## config.mk

```make
export PLATFORM = sky130hd
export DESIGN_NAME = vc_flit_tx
export DESIGN_NICKNAME = d
export VERILOG_FILES = /design/src/rtl/vc_flit_tx.sv
export SDC_FILE = /design/constraint.sdc
export NUM_CORES = 1
export LEC_CHECK = 0
export BUFFER_PORTS_ARGS = -buffer_cell sky130_fd_sc_hd__buf_2
export CORE_ASPECT_RATIO = 0.9
export CORE_MARGIN = 10
export CORE_UTILIZATION = 46
export CTS_BUF_LIST = sky130_fd_sc_hd__clkbuf_8
export DETAILED_ROUTE_END_ITERATION = 8
export PLACE_DENSITY = 0.9
export SYNTH_ARGS = -nofsm -noshare
export SYNTH_HDL_FRONTEND = slang
export SYNTH_SLANG_ARGS = --single-unit
```

## constraint.sdc

```tcl
create_clock -name clk -period 3.1 [get_ports clk]
set_clock_uncertainty 0.05 [all_clocks]
set_input_delay 0.31 -clock clk [delete_from_list [all_inputs] [get_ports clk]]
set_output_delay 0.31 -clock clk [all_outputs]
set_load 0.005 [all_outputs]
```

## src/rtl/vc_flit_tx.sv

```systemverilog
// vc_flit_tx: wormhole round-robin VC drain onto one registered flit link.
// Optional packet counter output pkt_cnt_o enabled by VC_TX_PKT_CNT_EN.
module vc_flit_tx #(
  parameter int NUM_VC      = 4,
  parameter int VC_ID_WIDTH = 2,
  parameter int FLIT_WIDTH  = 34
) (
  input  logic                         clk,
  input  logic                         arst,
  input  logic [NUM_VC*FLIT_WIDTH-1:0] fdata_i,
  input  logic [NUM_VC-1:0]            valid_i,
  output logic [NUM_VC-1:0]            ready_o,
  output logic [FLIT_WIDTH-1:0]        fdata_o,
  output logic                         valid_o,
  output logic [VC_ID_WIDTH-1:0]       vc_id_o,
  input  logic                         ready_i,
`ifdef VC_TX_PKT_CNT_EN
  output logic [15:0]                  pkt_cnt_o,
`endif
  output logic                         err_o
);

  typedef enum logic {
    IDLE,
    LOCKED
  } state_t;

  localparam logic [1:0] T_HEAD = 2'b00;
  localparam logic [1:0] T_TAIL = 2'b11;

  state_t                  state_q, state_d;
  logic [VC_ID_WIDTH-1:0]  lock_vc_q, lock_vc_d;
  logic [VC_ID_WIDTH-1:0]  rr_ptr_q, rr_ptr_d;
  logic [FLIT_WIDTH-1:0]   fdata_q, fdata_d;
  logic [VC_ID_WIDTH-1:0]  vc_id_q, vc_id_d;
  logic                    valid_q, valid_d;
  logic                    err_q, err_d;

  logic                    load_en;
  logic                    gnt_any;
  logic [VC_ID_WIDTH-1:0]  gnt_idx;
  logic [VC_ID_WIDTH-1:0]  cand;
  logic                    xfer;
  logic [FLIT_WIDTH-1:0]   g_flit;
  logic [1:0]              g_type;
  logic [7:0]              g_len;

  assign load_en = !valid_q || ready_i;

  // Grant: locked VC wins outright, else round-robin after rr_ptr.
  always_comb begin
    gnt_any = 1'b0;
    gnt_idx = '0;
    cand    = '0;
    if (state_q == LOCKED) begin
      gnt_any = 1'b1;
      gnt_idx = lock_vc_q;
    end else begin
      for (int i = 1; i <= NUM_VC; i++) begin
        cand = rr_ptr_q + VC_ID_WIDTH'(i);
        if (!gnt_any && valid_i[cand]) begin
          gnt_any = 1'b1;
          gnt_idx = cand;
        end
      end
    end
  end

  // Pop strobe and decode of the granted flit.
  always_comb begin
    ready_o = '0;
    if (gnt_any && load_en) ready_o[gnt_idx] = 1'b1;
    xfer   = gnt_any && load_en && valid_i[gnt_idx];
    g_flit = fdata_i[gnt_idx*FLIT_WIDTH +: FLIT_WIDTH];
    g_type = g_flit[33:32];
    g_len  = g_flit[29:22];
  end

  // Next state: packet lock, round-robin pointer, output register.
  always_comb begin
    state_d   = state_q;
    lock_vc_d = lock_vc_q;
    rr_ptr_d  = rr_ptr_q;
    fdata_d   = fdata_q;
    vc_id_d   = vc_id_q;
    valid_d   = valid_q;
    err_d     = 1'b0;
    if (load_en) valid_d = xfer;
    if (xfer) begin
      fdata_d = g_flit;
      vc_id_d = gnt_idx;
      unique case (state_q)
        IDLE: begin
          rr_ptr_d = gnt_idx;
          if (g_type == T_HEAD) begin
            if (g_len != 8'd0) begin
              state_d   = LOCKED;
              lock_vc_d = gnt_idx;
            end
          end else begin
            err_d = 1'b1;
          end
        end
        LOCKED: begin
          if (g_type == T_HEAD) err_d = 1'b1;
          else if (g_type == T_TAIL) state_d = IDLE;
        end
        default: ;
      endcase
    end
  end

  // State and output registers; reset drops the lock and any in-flight flit.
  always_ff @(posedge clk or negedge arst) begin
    if (!arst) begin
      state_q   <= IDLE;
      lock_vc_q <= '0;
      rr_ptr_q  <= VC_ID_WIDTH'(NUM_VC - 1);
      fdata_q   <= '0;
      vc_id_q   <= '0;
      valid_q   <= 1'b0;
      err_q     <= 1'b0;
    end else begin
      state_q   <= state_d;
      lock_vc_q <= lock_vc_d;
      rr_ptr_q  <= rr_ptr_d;
      fdata_q   <= fdata_d;
      vc_id_q   <= vc_id_d;
      valid_q   <= valid_d;
      err_q     <= err_d;
    end
  end

  assign fdata_o = fdata_q;
  assign vc_id_o = vc_id_q;
  assign valid_o = valid_q;
  assign err_o   = err_q;

`ifdef VC_TX_PKT_CNT_EN
  logic [15:0] pkt_cnt_q, pkt_cnt_d;
  logic        pkt_done;

  // A packet completes when its tail or single-flit head leaves downstream.
  always_comb begin
    pkt_done  = valid_q && ready_i &&
                ((fdata_q[33:32] == T_TAIL) ||
                 ((fdata_q[33:32] == T_HEAD) && (fdata_q[29:22] == 8'd0)));
    pkt_cnt_d = pkt_done ? pkt_cnt_q + 16'd1 : pkt_cnt_q;
  end

  // Completed-packet counter, wraps naturally.
  always_ff @(posedge clk or negedge arst) begin
    if (!arst) pkt_cnt_q <= '0;
    else       pkt_cnt_q <= pkt_cnt_d;
  end

  assign pkt_cnt_o = pkt_cnt_q;
`endif

endmodule

```

# Yosys cells after proc, flatten, opt, wreduce, memory -nomap -nowiden
# Cells that the tools add are included.
# classes
addsub,3
mul,1
n_lt_le_gt_ge,6
eq_ne,1
shift,1
n_mux,35
bitwise_logic,1
reduce_logical,15
# op_table
cell,count
variable part select 136 x 9 -> 34 bit,1
two-way mux 1 bit,21
less-than comparator 2 x 3 -> 1 bit (second input constant),5
binary-select mux 1 bit (select 2 bit),5
two-way mux 2 bit,5
nonzero test 8 bit,1
multiplier 2 x 5 -> 7 bit (second input constant),1
logical AND 1 bit,6
adder 2 bit (second input constant),2
logical NOT 1 bit,4
two-way mux 4 bit,1
case mux 1 bit (2 select lines),2
AND reduction 4 bit,1
adder 2 x 1 -> 2 bit (second input constant),1
demux 1 bit (select 2 bit),1
== test 2 bit (second input constant),1
>= comparator 2 x 1 -> 1 bit (second input constant),1
logical NOT 2 bit,1
AND reduction 2 bit,1
logical OR 1 bit,1
NOT 1 bit,1
# word_totals
ff_bits,43
word_cells,70

# Longest topological paths before layout
# logic_depth
depth_word,23
mapped_depth,11

# Worst setup path after synthesis
# OpenSTA, ideal clock, no wires.
# synth_path
path_kind,in2reg
from,input valid_i[1]
to,register lock_vc_q[0]
setup_time_ps,128
arrival_time_ps,2654
path_slack_ps,268
stages,10
n_path_buf,2
cell_sequence,buf_2 > or3b_1 > a2111oi_1 > nor2_1 > a22oi_2 > buf_6 > mux4_2 > nor2_1 > o211ai_2 > mux2_1
# synth_between
elab_chain_cells,20
# synth_lines
element,line_no,rtl
from (decl),11,"input logic [NUM_VC-1:0] valid_i,"
binary-select mux 1 bit (select 2 bit),61,if (!gnt_any && valid_i[cand]) begin
two-way mux 1 bit (implied by the code),61,
two-way mux 1 bit,61,
two-way mux 1 bit,55,if (state_q == LOCKED) begin
logical NOT 1 bit,61,
logical AND 1 bit,61,
two-way mux 1 bit,61,
two-way mux 1 bit,55,
(+4 left out),--,
logical NOT 1 bit,61,
logical AND 1 bit,61,
two-way mux 2 bit,61,
two-way mux 2 bit,55,
multiplier 2 x 5 -> 7 bit or binary-select mux 1 bit (select 2 bit) (tied branches),"74, 73",
variable part select 136 x 9 -> 34 bit or two-way mux 1 bit (tied branches),"74, 73",
nonzero test 8 bit (tied with other cells),96,if (g_len != 8'd0) begin
AND reduction 4 bit (no line),--,
to (signal assigned),125,lock_vc_q <= lock_vc_d;
to (decl),32,"logic [VC_ID_WIDTH-1:0] lock_vc_q, lock_vc_d;"
# Parallel ways exist; a longest one is shown, timed or not. The select of a mux whose other input is x is not followed.
# A chain may end at the register's enable or synchronous reset.

# Worst setup path after layout
# layout_path
from,register rr_ptr_q[1]
to,register lock_vc_q[0]
# layout_between
elab_chain_cells,21
# layout_lines
element,line_no,rtl
from (decl),33,"logic [VC_ID_WIDTH-1:0] rr_ptr_q, rr_ptr_d;"
from (signal assigned),118,rr_ptr_q <= VC_ID_WIDTH'(NUM_VC - 1);
from (signal assigned),126,rr_ptr_q <= rr_ptr_d;
adder 2 x 1 -> 2 bit,60,cand = rr_ptr_q + VC_ID_WIDTH'(i);
binary-select mux 1 bit (select 2 bit),61,
two-way mux 1 bit (implied by the code),61,
two-way mux 1 bit,61,
two-way mux 1 bit,55,
logical NOT 1 bit,61,
logical AND 1 bit,61,
two-way mux 1 bit,61,
(+5 left out),--,
logical NOT 1 bit,61,
logical AND 1 bit,61,
two-way mux 2 bit,61,
two-way mux 2 bit,55,
multiplier 2 x 5 -> 7 bit or binary-select mux 1 bit (select 2 bit) (tied branches),"74, 73",
variable part select 136 x 9 -> 34 bit or two-way mux 1 bit (tied branches),"74, 73",
nonzero test 8 bit (tied with other cells),96,
AND reduction 4 bit (no line),--,
# Parallel ways exist; a longest one is shown, timed or not. The select of a mux whose other input is x is not followed.

==> metrics <==
status finished clean; die height approximately 100 um; commonest non-fill, non-tap cell in the layout buf_2; syn_nets 500; net switching power approximately 2100 uW; Syn-to-layout area delta 34.8%; # DRC 0; type of the worst setup path register to register; Final #Nets 670; Max Fclk around 350 MHz; area of the multi-input gates ~2000 um2; Hold Fails Final Rpt 0; Post-synth EDFFs 0; Distinct cells, synth between 40 and 50; slew margin rel. roughly 36%; predominant post-synthesis flop cell dfrtp_1; cell-internal power 2630 uW; Mapped Avg Cell Area about 9.2 um2; LEAKAGE between 0.002 and 0.0025 uW; diode count 0; Cell Pwr Density about 1100 nW/um2; fin cells just over 600; critical path capture point type register; minimum clock period around 2.9 ns; All-Layer GR Usage 19.2%; storage element area about 1100 um2; CTS Root Cell clkbuf_8; setup violators final 0; global-route wire length before repair 17500 um; Buffers on Ports 184; Tightest Pin Transition between 0.9 and 1 ns; share of cells above drive strength 1 roughly 48%; Crit Path Max Fanout 16; WL per Instance around 18 um; async set or reset register ratio after synthesis 100%; die width 109 um; CTS buffer count 5; starting DRC count in detailed routing roughly 140; vias between 3000 and 4000; switching share of power between 40% and 50%; vias in the first global route around 3600; Worst IR Drop VDD just under 600 uV; combinational fraction of design power just under 70%; most frequent cells in the layout buf_2, nand2_1, dfrtp_1; sequential fraction of design power 23.0%; remaining antenna violation count 0; flip-flop and latch count after synthesis 43; HP Class input port to asynchronous set/reset pin; post-route clock period utilization between 90% and 100%; Req. time, crit path 3.23 ns; Initial DRT Pass Iterations 4; Synth Instances about 360; HPWL Detailed roughly 9000 um; final count of pins violating max slew 0; vias per std cell 5.76; Fill cells 619; full die area 10900 um2; RSZ-0062 raised after global routing no; part of the Yosys area used for sequential elements between 30% and 40%; Worst EP arrival approximately 3 ns; Sink Count between 40 and 50; Total Neg Setup Slack 0 ns; synth warn 0; clock slew at reported path FFs approximately 0.090 ns; GRT overflow 0; Placed Instances roughly 610; Post-Synthesis Cell Area 3290 um2; Initial Util a little under half; Core ar. around 7000 um2; H-tree lvl count 2; clock share of power a little under 10%; Rows 29; CTS tree done; number of max-cap violations 0; antenna violations before repair 0; Placer Congestion between 0.8 and 0.9; postcts setup bufs 0; Clk Latency, worst-skew pair 0.29 ns; largest net degree at the start of global routing 44; CTS Buffer Depth 2; Boundary Pins between 150 and 200; CP Launch Type register; final wirelength between 10000 and 15000 um
## worst paths after layout
kind                                 to        start  slack, ns  depth (start not counted)
setup / recovery           lock_vc_q[0]  rr_ptr_q[1]       0.21                          8
hold / removal              fdata_o[16]         arst       0.12                          1
setup reg to reg           lock_vc_q[0]  rr_ptr_q[1]       0.21                          8
hold reg to reg             fdata_o[10]  fdata_o[10]       0.43                          1
max in group asynchronous  lock_vc_q[1]         arst       2.29                          1
min in group clk                valid_o      ready_i       0.27                          3
## power groups by stage
stage          sequential, uW  clock (uW)  combinational [uW]
2_1_floorplan            1030           0                2290
3_3_place_gp             1080           0                3060
3_5_place_dp             1100           0                3190
4_1_cts                  1090         475                3200
5_1_grt                  1120         497                3540
6_report                 1090         460                3200
## cells by family after synthesis
family	after synthesis	share of synthesized area, %
buffers and inverters	37	5.44
DFF	43	32.8
and+or+nand+nor	116	17.1
xor gates and xnor gates	1	0.267
AOI/OAI and AO/OA	126	31.8
muxes	34	12.6
## worst max-delay path, cell delays in order (launching register included)
cell and delay, ns:
dfstp_2 0.62, mux2i_1 0.22, or2_1 0.19, and4b_1 0.59, a221oi_1 0.17, mux2_2 0.32, nand4_1 0.14, o211ai_2 0.13
mux2_1 0.34
## cell usage after synthesis, types with 2 or more instances
master / number / area, um2
a22o_1: 16 / 140
nand2_1: 62 / 233
a221oi_1: 16 / 140
a21oi_1: 2 / 10.0
a311oi_2: 5 / 75.1
and3_1: 2 / 12.5
buf_2: 8 / 40.0
buf_6: 4 / 45.0
nor2b_1: 4 / 25.0
dfrtp_1: 41 / 1030
clkbuf_1: 24 / 90.1
a311oi_1: 19 / 166
mux2i_1: 3 / 30.0
a211oi_1: 24 / 180
and2_1: 24 / 150
nand4_1: 2 / 12.5
a21o_1: 26 / 195
nor3_1: 2 / 10.0
nand2b_1: 4 / 25.0
mux4_2: 3 / 67.6
dfstp_2: 2 / 52.6
o21ai_0: 10 / 50.1
nor2_1: 8 / 30.0
mux2_2: 27 / 304
## metrics by stage
stage	worst slack [ns]	area (um2)	total power (uW)	hold WS (ns)	util [%]
after global placement	0.153	4290	4140	0.404	61.3
after floorplan	0.268	3290	3320	-0.0356	-
after detailed placement	0.0522	4290	4280	0.411	61.3
after global routing	0.0238	4430	5160	0.185	63.3
after CTS	0.0669	4420	4760	0.158	63.1
final	0.207	4430	4750	0.118	63.3
## per-layer routing
layer	wire length, um	global-route usage (%)
met1	4180	22.0
met2	5940	34.1
met3	1000	5.06
met4	157	5.17
met5	0	0
## final cells by class
class | count | share of cell area, %
sequential | 43 | 24.3
clock buffer | 6 | 1.86
clock inverter | 2 | 0.875
timing repair buffer | 199 | 24.1
inverter | 1 | 0.0847
multi-input combinational | 277 | 46.1
tap | 93 | 2.63
## flip-flops by register name, summed over array words and instances, names as in the netlist
name and flops:
valid_o 1, fdata_o 34, err_o 1, lock_vc_q 2, state_q 1, vc_id_o 2
rr_ptr_q 2
## repair_timing
item,CTS,global route
hold buffers,0,0
gates resized for setup,1,3
hold endpoints to repair,0,0
pin swaps,0,0
endpoints found under the setup margin,2,29
Note: power is estimated with default switching activity, not from simulation.
